===== config.mk =====
export PLATFORM = sky130hd
export DESIGN_NAME = pll_reset_sequencer
export DESIGN_NICKNAME = d
export VERILOG_FILES = /design/src/rtl/pll_reset_sequencer_pkg.sv /design/src/rtl/key_debounce.sv /design/src/rtl/pll_reset_sequencer.sv
export SDC_FILE = /design/constraint.sdc
export NUM_CORES = 1
export LEC_CHECK = 0
export CORE_ASPECT_RATIO = 1.25
export CORE_UTILIZATION = 50
export CTS_BUF_LIST = sky130_fd_sc_hd__clkbuf_2
export CTS_CLUSTER_DIAMETER = 200
export DETAILED_ROUTE_END_ITERATION = 8
export PLACE_DENSITY = 0.63
export SYNTH_ARGS = -nofsm -noshare
export SYNTH_HDL_FRONTEND = slang
export SYNTH_SLANG_ARGS = --single-unit

===== constraint.sdc =====
create_clock -name clk -period 4.1 [get_ports clk]
set_clock_uncertainty 0.2 [all_clocks]
set_input_delay 0.82 -clock clk [delete_from_list [all_inputs] [get_ports clk]]
set_output_delay 0.82 -clock clk [all_outputs]
set_load 0.01 [all_outputs]

===== src/rtl/pll_reset_sequencer_pkg.sv =====
// Shared types, default timing constants and helpers for the PLL reset sequencer.
package pll_reset_sequencer_pkg;

  // FSM state encoding; also driven out on the debug state port.
  typedef enum logic [1:0] {
    S_PLL_RST   = 2'b00,
    S_WAIT_LOCK = 2'b01,
    S_RUN       = 2'b10,
    S_CNT_RST   = 2'b11
  } seq_state_e;

  // Default cycle constants for a 50 MHz clock.
  localparam int DEF_DEBOUNCE_CYCLES     = 1_000_000;
  localparam int DEF_RST_PULSE_CYCLES    = 500;
  localparam int DEF_LOCK_STABLE_CYCLES  = 1024;
  localparam int DEF_LOCK_TIMEOUT_CYCLES = 5_000_000;

  // Width of a counter that has to reach p-1; never narrower than one bit.
  function automatic int cnt_width(input int p);
    return (p <= 2) ? 1 : $clog2(p);
  endfunction

endpackage


===== src/rtl/key_debounce.sv =====
// Debouncer for one active-low key: the level follows the input only after it has
// differed for DEBOUNCE_CYCLES consecutive cycles; press pulses on a 1->0 flip.
module key_debounce
  import pll_reset_sequencer_pkg::*;
#(
  parameter int DEBOUNCE_CYCLES = DEF_DEBOUNCE_CYCLES
) (
  input  logic clk,
  input  logic rst,
  input  logic in_n,
  output logic level,
  output logic press
);

  localparam int             CW   = cnt_width(DEBOUNCE_CYCLES);
  localparam logic [CW-1:0]  LAST = CW'(DEBOUNCE_CYCLES - 1);

  logic [CW-1:0] cnt_q, cnt_d;
  logic          level_q, level_d;
  logic          press_q, press_d;

  // Next-state: count consecutive disagreeing cycles, flip the level on the last one.
  always_comb begin
    // NOTE: every signal gets a default first so no path leaves one unassigned (no latches).
    cnt_d   = '0;
    level_d = level_q;
    press_d = 1'b0;
    if (in_n != level_q) begin
      if (cnt_q >= LAST) begin
        level_d = in_n;
        press_d = ~in_n;
      end else begin
        cnt_d = cnt_q + 1'b1;
      end
    end
  end

  // State registers; an idle key reads as released.
  always_ff @(posedge clk or posedge rst) begin
    if (rst) begin
      cnt_q   <= '0;
      level_q <= 1'b1;
      press_q <= 1'b0;
    end else begin
      // NOTE: sequential state uses non-blocking assignments so all registers update together.
      cnt_q   <= cnt_d;
      level_q <= level_d;
      press_q <= press_d;
    end
  end

  assign level = level_q;
  assign press = press_q;

endmodule


===== src/rtl/pll_reset_sequencer.sv =====
// Upstream reset controller: debounced keys, minimum-width PLL reset, lock-qualified
// counter reset release, lock-loss counting and a sticky lock-timeout flag.
module pll_reset_sequencer
  import pll_reset_sequencer_pkg::*;
#(
  parameter int DEBOUNCE_CYCLES     = DEF_DEBOUNCE_CYCLES,
  parameter int RST_PULSE_CYCLES    = DEF_RST_PULSE_CYCLES,
  parameter int LOCK_STABLE_CYCLES  = DEF_LOCK_STABLE_CYCLES,
  parameter int LOCK_TIMEOUT_CYCLES = DEF_LOCK_TIMEOUT_CYCLES
) (
  input  logic       clk,
  input  logic       rst,
  input  logic [1:0] key_n,
  input  logic [1:0] remote_key_n,
  input  logic       pll_locked,
  output logic       pll_reset,
  output logic       counter_reset_n,
  output logic [1:0] state,
  output logic [7:0] lock_loss_count,
  output logic       lock_timeout
);

  localparam int            PW          = cnt_width(RST_PULSE_CYCLES);
  localparam int            SW          = cnt_width(LOCK_STABLE_CYCLES);
  localparam int            TW          = cnt_width(LOCK_TIMEOUT_CYCLES);
  localparam logic [PW-1:0] PULSE_LAST  = PW'(RST_PULSE_CYCLES - 1);
  localparam logic [SW-1:0] STABLE_LAST = SW'(LOCK_STABLE_CYCLES - 1);
  localparam logic [TW-1:0] TOUT_LAST   = TW'(LOCK_TIMEOUT_CYCLES - 1);

  // Synchronizer stages.
  logic [1:0] key_meta_q, key_sync_q;
  logic [1:0] rkey_meta_q, rkey_sync_q;
  logic       lock_meta_q, locked_s;

  // Conditioned key signals.
  logic [1:0] kc;
  logic [1:0] key_level;
  logic [1:0] key_press;

  // FSM, counters and registered outputs.
  seq_state_e    state_q, state_d;
  logic [PW-1:0] pulse_cnt_q, pulse_cnt_d;
  logic [SW-1:0] stable_cnt_q, stable_cnt_d;
  logic [TW-1:0] tout_cnt_q, tout_cnt_d;
  logic [7:0]    loss_cnt_q, loss_cnt_d;
  logic          timeout_q, timeout_d;
  logic          pll_reset_q, pll_reset_d;
  logic          crst_n_q, crst_n_d;

  // Two-flop synchronizers for the asynchronous key and lock inputs.
  always_ff @(posedge clk or posedge rst) begin
    if (rst) begin
      key_meta_q  <= 2'b11;
      key_sync_q  <= 2'b11;
      rkey_meta_q <= 2'b11;
      rkey_sync_q <= 2'b11;
      lock_meta_q <= 1'b0;
      locked_s    <= 1'b0;
    end else begin
      key_meta_q  <= key_n;
      key_sync_q  <= key_meta_q;
      rkey_meta_q <= remote_key_n;
      rkey_sync_q <= rkey_meta_q;
      lock_meta_q <= pll_locked;
      locked_s    <= lock_meta_q;
    end
  end

  // A key counts as pressed if either the board or the remote source pulls it low.
  assign kc = key_sync_q & rkey_sync_q;

  key_debounce #(.DEBOUNCE_CYCLES(DEBOUNCE_CYCLES)) u_deb0 (
    .clk   (clk),
    .rst   (rst),
    .in_n  (kc[0]),
    .level (key_level[0]),
    .press (key_press[0])
  );

  key_debounce #(.DEBOUNCE_CYCLES(DEBOUNCE_CYCLES)) u_deb1 (
    .clk   (clk),
    .rst   (rst),
    .in_n  (kc[1]),
    .level (key_level[1]),
    .press (key_press[1])
  );

  // Next-state, counters and outputs; key0 > lock loss > key1 > timers.
  always_comb begin
    state_d      = state_q;
    loss_cnt_d   = loss_cnt_q;
    timeout_d    = timeout_q;
    pulse_cnt_d  = '0;
    stable_cnt_d = '0;
    tout_cnt_d   = '0;

    unique case (state_q)
      S_PLL_RST: begin
        if (pulse_cnt_q >= PULSE_LAST && key_level[0]) state_d = S_WAIT_LOCK;
      end
      S_WAIT_LOCK: begin
        if (key_press[0]) begin
          state_d = S_PLL_RST;
        end else if (locked_s && stable_cnt_q >= STABLE_LAST) begin
          state_d = S_RUN;
        end else if (tout_cnt_q >= TOUT_LAST) begin
          state_d   = S_PLL_RST;
          timeout_d = 1'b1;
        end
      end
      S_RUN: begin
        if (key_press[0]) begin
          state_d = S_PLL_RST;
        end else if (!locked_s) begin
          state_d = S_WAIT_LOCK;
          if (loss_cnt_q != 8'hFF) loss_cnt_d = loss_cnt_q + 8'd1;
        end else if (key_press[1]) begin
          state_d = S_CNT_RST;
        end
      end
      S_CNT_RST: begin
        if (key_press[0]) begin
          state_d = S_PLL_RST;
        end else if (!locked_s) begin
          state_d = S_WAIT_LOCK;
        end else if (key_level[1]) begin
          state_d = S_RUN;
        end
      end
      default: state_d = S_PLL_RST;
    endcase

    if (key_press[0]) timeout_d = 1'b0;

    // Counters restart on every state entry and saturate at their terminal value.
    // The pulse counter only runs while KEY0 is released, so a held key stretches the pulse.
    if (state_d == state_q) begin
      if (state_q == S_PLL_RST && key_level[0])
        pulse_cnt_d = (pulse_cnt_q >= PULSE_LAST) ? pulse_cnt_q : pulse_cnt_q + 1'b1;
      if (state_q == S_WAIT_LOCK) begin
        if (locked_s)
          stable_cnt_d = (stable_cnt_q >= STABLE_LAST) ? stable_cnt_q : stable_cnt_q + 1'b1;
        tout_cnt_d = (tout_cnt_q >= TOUT_LAST) ? tout_cnt_q : tout_cnt_q + 1'b1;
      end
    end

    pll_reset_d = (state_d == S_PLL_RST);
    crst_n_d    = (state_d == S_RUN);
  end

  // FSM state, counters and output registers.
  always_ff @(posedge clk or posedge rst) begin
    if (rst) begin
      // NOTE: every counter is reset explicitly; none of them may start from an unknown value.
      state_q      <= S_PLL_RST;
      pulse_cnt_q  <= '0;
      stable_cnt_q <= '0;
      tout_cnt_q   <= '0;
      loss_cnt_q   <= '0;
      timeout_q    <= 1'b0;
      pll_reset_q  <= 1'b1;
      crst_n_q     <= 1'b0;
    end else begin
      state_q      <= state_d;
      pulse_cnt_q  <= pulse_cnt_d;
      stable_cnt_q <= stable_cnt_d;
      tout_cnt_q   <= tout_cnt_d;
      loss_cnt_q   <= loss_cnt_d;
      timeout_q    <= timeout_d;
      pll_reset_q  <= pll_reset_d;
      crst_n_q     <= crst_n_d;
    end
  end

  assign pll_reset       = pll_reset_q;
  assign counter_reset_n = crst_n_q;
  assign state           = state_q;
  assign lock_loss_count = loss_cnt_q;
  assign lock_timeout    = timeout_q;

endmodule

==> results of run 1 <==
==> state kept, by name (all words and copies together) (netlist names), 2 cells and up <==
register	flops
key_meta_q	2
key_sync_q	2
lock_loss_count	8
pulse_cnt_q	9
rkey_meta_q	2
rkey_sync_q	2
stable_cnt_q	10
state	2
tout_cnt_q	23
u_deb0.cnt_q	20
u_deb1.cnt_q	20
==> worst paths after layout <==
| check | start | cells past startpoint | to | slack, ns |
|---|---|---|---|---|
| max in group asynchronous | rst | 3 | u_deb1.level | 2.48 |
| hold / removal | key_meta_q[1] | 0 | key_sync_q[1] | 0.15 |
| setup reg to reg | tout_cnt_q[0] | 6 | counter_reset_n | 1.27 |
| setup / recovery | tout_cnt_q[0] | 6 | counter_reset_n | 1.27 |
| hold reg to reg | key_meta_q[1] | 0 | key_sync_q[1] | 0.15 |
| min in group asynchronous | rst | 2 | tout_cnt_q[12] | 0.45 |
==> power breakdown <==
part | leakage, µW | internal (µW) | switching (µW) | total [µW]
logic | 0.000748 | 9.80 | 29.4 | 39.2
clock network | 0.0000593 | 87.0 | 369 | 456
registers | 0.00148 | 1090 | 3.62 | 1090
==> per-layer routing <==
layer,GRT usage (%),share of wire [%]
met4,8.72,2.6
met1,23.1,47
met5,0,0
met2,30.3,48
met3,2.54,1.9
==> layout by cell type, fill, tap and decap left out, types with 5 or more instances in the layout <==
cell type        synthesis  final
nand3_1                 31     31
clkbuf_2                 0      9
and3_1                  25     25
nor4_1                   5      5
a31oi_1                  5      5
xnor2_1                 35     35
nor2_1                  74     74
inv_1                   11     10
o21ai_0                  7      7
nand2_1                 28     28
nor3_1                   6      6
nor2_4                  18     18
a21oi_1                  6      6
dfrtp_1                 98     98
nand4_1                 16     16
xor2_1                  41     41
and2_1                   8      8
clkdlybuf4s50_1          0     19
nand2b_1                 5      5
ha_1                     6      6
dfstp_2                 11     11
==> per-stage QoR <==
step	instances	hold slack (ns)	setup WS [ns]	util [%]
global placement	629	0.140	1.33	54.7
floorplan	485	0.131	0.224	-
finish	645	0.147	1.27	55.7
detailed placement	629	0.142	1.29	54.7
CTS	645	0.163	1.25	55.7
global route	645	0.145	1.12	55.7
==> cells by family (layout without fill, tap and decap cells) <==
family | Yosys count | in the layout | share of synthesized area (%)
buffers and inverters | 18 | 49 | 2.13
muxes | 2 | 2 | 0.408
DFF | 109 | 109 | 52.5
adders and majority gates | 6 | 6 | 1.44
xor gates and xnor gates | 76 | 76 | 12.8
and+or+nand+nor | 240 | 240 | 25.9
AOI/OAI and AO/OA | 34 | 34 | 4.82
==> worst max-delay path: stages (launching register included) <==
cell and delay [ns]:
dfrtp_1 0.49, ha_1 0.27, a21o_1 0.17, a31oi_1 0.18, and4b_1 0.23, or3_2 0.89, and3_1 0.32
==> area by class of cell <==
type                            instances  area, µm²
Tap cell                              129        161
Multi-Input combinational cell        358       2370
Fill cell                             910       4480
Inverter                               11       43.8
Clock buffer                            9       45.0
Timing Repair Buffer                   22        213
Sequential cell                       109       2740
Clock inverter                          7       55.1
==> results.txt, run 1 <==
Antenna cells: 0
Area after DPL: 5530 µm²
Mean cell area of the mapped netlist: 10.8 µm²
Max Fanout on Critical Path: 24
FFs w/ async S/R, synth: 100%
YS warnings: 0
Synth area leaders: dfrtp_1, xor2_1, xnor2_1
Fin area: 5630 µm²
Slew margin rel.: 32.1%
CORE AREA: 10100 µm²
Cell variety after synth: 50
Max Freq: 354 MHz
Critical path arrival: 3.14 ns
First-pass GRT wire length: 15.6 mm
Yosys top cell by area: dfrtp_1
Part of the cycle the worst path needs: 68.9%
Full die area: 10800 µm²
Final Hold Viols: 0
Grt total ovfl: 0
Setup TNS: 0 ns
Cell Area, Synth: 5220 µm²
Largest net degree at the start of global routing: 59
Port Buffers: 19
Starting DRT DRC Count: 109
Area Growth Syn to Fin: 7.82%
Tightest Pin Transition: 1.02 ns
Synth top area share: 47.0%
Tmin final: 2.83 ns
Clock Sinks: 109
RePlAce Congestion: 0.795
Per-cell routed wire length: 13.3 µm
DR pass1 iterations: 4
Crit Path Class: flop to flop
Post-DP HPWL: 5.92 mm
Layout cells sized above 1: 12.8%
WL final: 8.59 mm
Hold-fix buffers, CTS: 0
MaxCap Viol Count: 0
Pwr dens: 282 nW/µm²
CTS resizes: 0
Vias in the first global route: 3468
Post-CTS Setup Bufs: 0
CTS root buf: clkbuf_2
Yosys reg bits: 109
Detailed-route via count: 3397
Final Power: 1590 µW
DRC Markers: 0
Most frequent cell after synthesis: dfrtp_1
Final net count: 524
CTS tree: done
RSZ-0062 raised after global routing: false
Post-synthesis sequential area ratio: 52.5%
Clock Path Buffers: 2
Clock Latency Late Sink: 0.59 ns
Ys flop type: dfrtp_1
Leak Pwr: 0.00229 µW
Io pins: 20
Post-Syn Instances: 485
CTS HTree Levels: 3
Initial antenna violation count: 0
Mapped Nets: 498
Status: completed
Initial core utilization: 51.6%
Peak VDD IR: 0.136 mV
Setup violators final: 0
Total CTS buffers: 9
Post-synth EDFFs: 0
Cell Rows: 41
Avg Vias per Cell: 5.27
Final Max Tran Viols: 0
Endpoint type of the worst setup path: flop
Total GRT Usage: 18.1%
Most frequent cells after synthesis: dfrtp_1, nor2_1, xor2_1
Die X: 93.4 µm
Clock Pin Slew Worst Setup and Hold Paths: 0.30 ns
Hold Path Class: flop to flop
Crit start category: flop
CP Data Required Time: 4.41 ns
Post-route ant nets: 0
Die Y: 116 µm
(Power assumes the default switching activity.)
==> inputs of run 2 (changes only) <==
--- a/config.mk
+++ b/config.mk
@@ -10,7 +10,7 @@
 export CTS_BUF_LIST = sky130_fd_sc_hd__clkbuf_2
 export CTS_CLUSTER_DIAMETER = 200
 export DETAILED_ROUTE_END_ITERATION = 8
-export PLACE_DENSITY = 0.63
+export PLACE_DENSITY = 0.66
 export SYNTH_ARGS = -nofsm -noshare
 export SYNTH_HDL_FRONTEND = slang
 export SYNTH_SLANG_ARGS = --single-unit
==> constraint.sdc (replaced) <==
create_clock -name clk -period 2.4 [get_ports clk]
set_clock_uncertainty 0.2 [all_clocks]
set_input_delay 0.48 -clock clk [delete_from_list [all_inputs] [get_ports clk]]
set_output_delay 0.48 -clock clk [all_outputs]
set_load 0.01 [all_outputs]
==> results.txt, run 2 (synthesized netlist as in run 1, its figures left out) <==
Final hold slack: 0.0881 ns
Worst r2r src: tout_cnt_q[20]
Cell internal pwr: 2140 µW
Cell Rows: 41
Area Growth Syn to Fin: 13.9%
Flip-flop count of the largest register after layout: 23
Most common cell after layout, fill and taps aside: dfrtp_1
Part of the cycle the worst path needs: 95.6%
Vias in the first global route: 3593
Area after DPL: 5700 µm²
Status: completed
Post-route ant nets: 0
Largest register by flop count: tout_cnt_q
WP buf/inv: 1
Hold Path Class: input pin to flop
CTS root buf: clkbuf_2
Net Sw Frac: 24.2%
Initial core utilization: 51.6%
Reg-to-Reg End: tout_cnt_q[20]
Grt total ovfl: 0
DRC Markers: 0
Most frequent cells in the layout: dfrtp_1, nor2_1, xor2_1
Avg Vias per Cell: 5.30
Endpoint type of the worst setup path: primary output
Setup violators final: 0
Worst Hold Launch: pll_locked
Final Instance Count excl. Fillers: 670
Die Y: 116 µm
Total CTS buffers: 9
DR pass1 iterations: 4
P_sw: 683 µW
RePlAce Congestion: 0.778
Crit Path Class: flop to primary output
Largest net degree at the start of global routing: 44
Hold Path Sink: lock_meta_q
Antenna cells: 0
Final net count: 549
Tightest Pin Transition: 0.486 ns
Final Util: 58.8%
Hold Path Stages: 1
Clock Sinks: 109
Max Freq: 436 MHz
Crit-path max cell delay: 0.56 ns
Setup TNS: 0 ns
Placed instance count: 647
Clock share of power: 31.0%
RSZ-0062 raised after global routing: false
Slew margin rel.: 67.5%
First-pass GRT wire length: 15.9 mm
Full die area: 10800 µm²
Starting DRT DRC Count: 128
Die X: 93.4 µm
Critical path's slowest cell: clkdlybuf4s50_1
Layout cells sized above 1: 16.6%
Tmin final: 2.30 ns
MaxCap Viol Count: 0
Io pins: 20
CORE AREA: 10100 µm²
Pwr dens: 475 nW/µm²
Gate power share: 3.0%
Crit start category: flop
Fin area: 5940 µm²
Per-cell routed wire length: 13.4 µm
Clock Path Buffers: 2
Crit path cell chain: clkdlybuf4s50_1
CP Data Required Time: 1.72 ns
R2r setup slk: 0.16 ns
Peak VDD IR: 0.284 mV
Total GRT Usage: 18.6%
Post-DP HPWL: 6.33 mm
Critical path arrival: 1.62 ns
Final Hold Viols: 0
Top flop regs: tout_cnt_q: 23 flops, u_deb0.cnt_q: 20 flops, u_deb1.cnt_q: 20 flops
Leak Pwr: 0.00247 µW
Initial antenna violation count: 0
Detailed-route via count: 3549
Top Family by Delay on Critical Path: buffers and inverters
Clock Latency Late Sink: 0.57 ns
Final Max Tran Viols: 0
Port Buffers: 19
CTS tree: done
CTS HTree Levels: 3
Max Fanout on Critical Path: 4
Flop pwr share: 66.0%
Clock Pin Slew Worst Setup and Hold Paths: 0.29 ns
WL final: 9.00 mm
Path depth of the worst reg2reg path: 7
[run 2: metrics by stage]
stage / worst slack, ns / total power (µW)
6_report: 0.104 / 2830
2_1_floorplan: 0.182 / 1940
5_1_grt: 0.00546 / 2960
4_1_cts: 0.000760 / 2870
3_3_place_gp: 0.135 / 1970
3_5_place_dp: 0.0819 / 1980
[run 2: worst max path at each step]
stage | start | end | slack, ns | cells after the start
floorplan | lock_loss_count[0] | lock_loss_count[5] | 0.18 | 7
global placement | tout_cnt_q[1] | tout_cnt_q[22] | 0.13 | 7
detailed placement | tout_cnt_q[1] | tout_cnt_q[22] | 0.08 | 7
CTS | lock_loss_count[7] | lock_loss_count[7] | 0.0008 | 1
global route | lock_loss_count[0] | lock_loss_count[0] | 0.005 | 1
finish | lock_loss_count[3] | lock_loss_count[3] | 0.10 | 1
[run 2: power by group through the flow]
stage	logic [µW]	registers, µW	clock network, µW
CTS	84.0	1870	921
global route	98.2	1870	990
finish	83.6	1860	877
detailed placement	82.2	1890	0
floorplan	42.5	1890	0
global placement	80.0	1890	0
[run 2: metal layers]
| metal | part of all wire [%] | vias up | wire length (µm) | global-route usage (%) |
|---|---|---|---|---|
| met5 | 0 | - | 0 | 0 |
| met2 | 51 | 30 | 4590 | 32.4 |
| met4 | 1.6 | 0 | 146 | 7.49 |
| li1 | - | 1755 | - | - |
| met3 | 1.9 | 12 | 168 | 3.52 |
| met1 | 45 | 1752 | 4100 | 22.9 |
[run 2: final cells by class]
type,instances,area (µm²)
fill,870,4160
sequential,109,2740
multi-input combinational,358,2410
timing repair buffer,47,455
tap,129,161
clock inverter,7,82.6
clock buffer,9,45.0
inverter,11,45.0
[run 2: what timing repair did]
item                                    4_1_cts  5_1_grt
endpoints found under the setup margin        2       46
hold buffers                                  1        3
endpoints found under the hold margin        15        3
pin swaps                                     0        0
buffers inserted                              0        3
resized for setup                             2       12
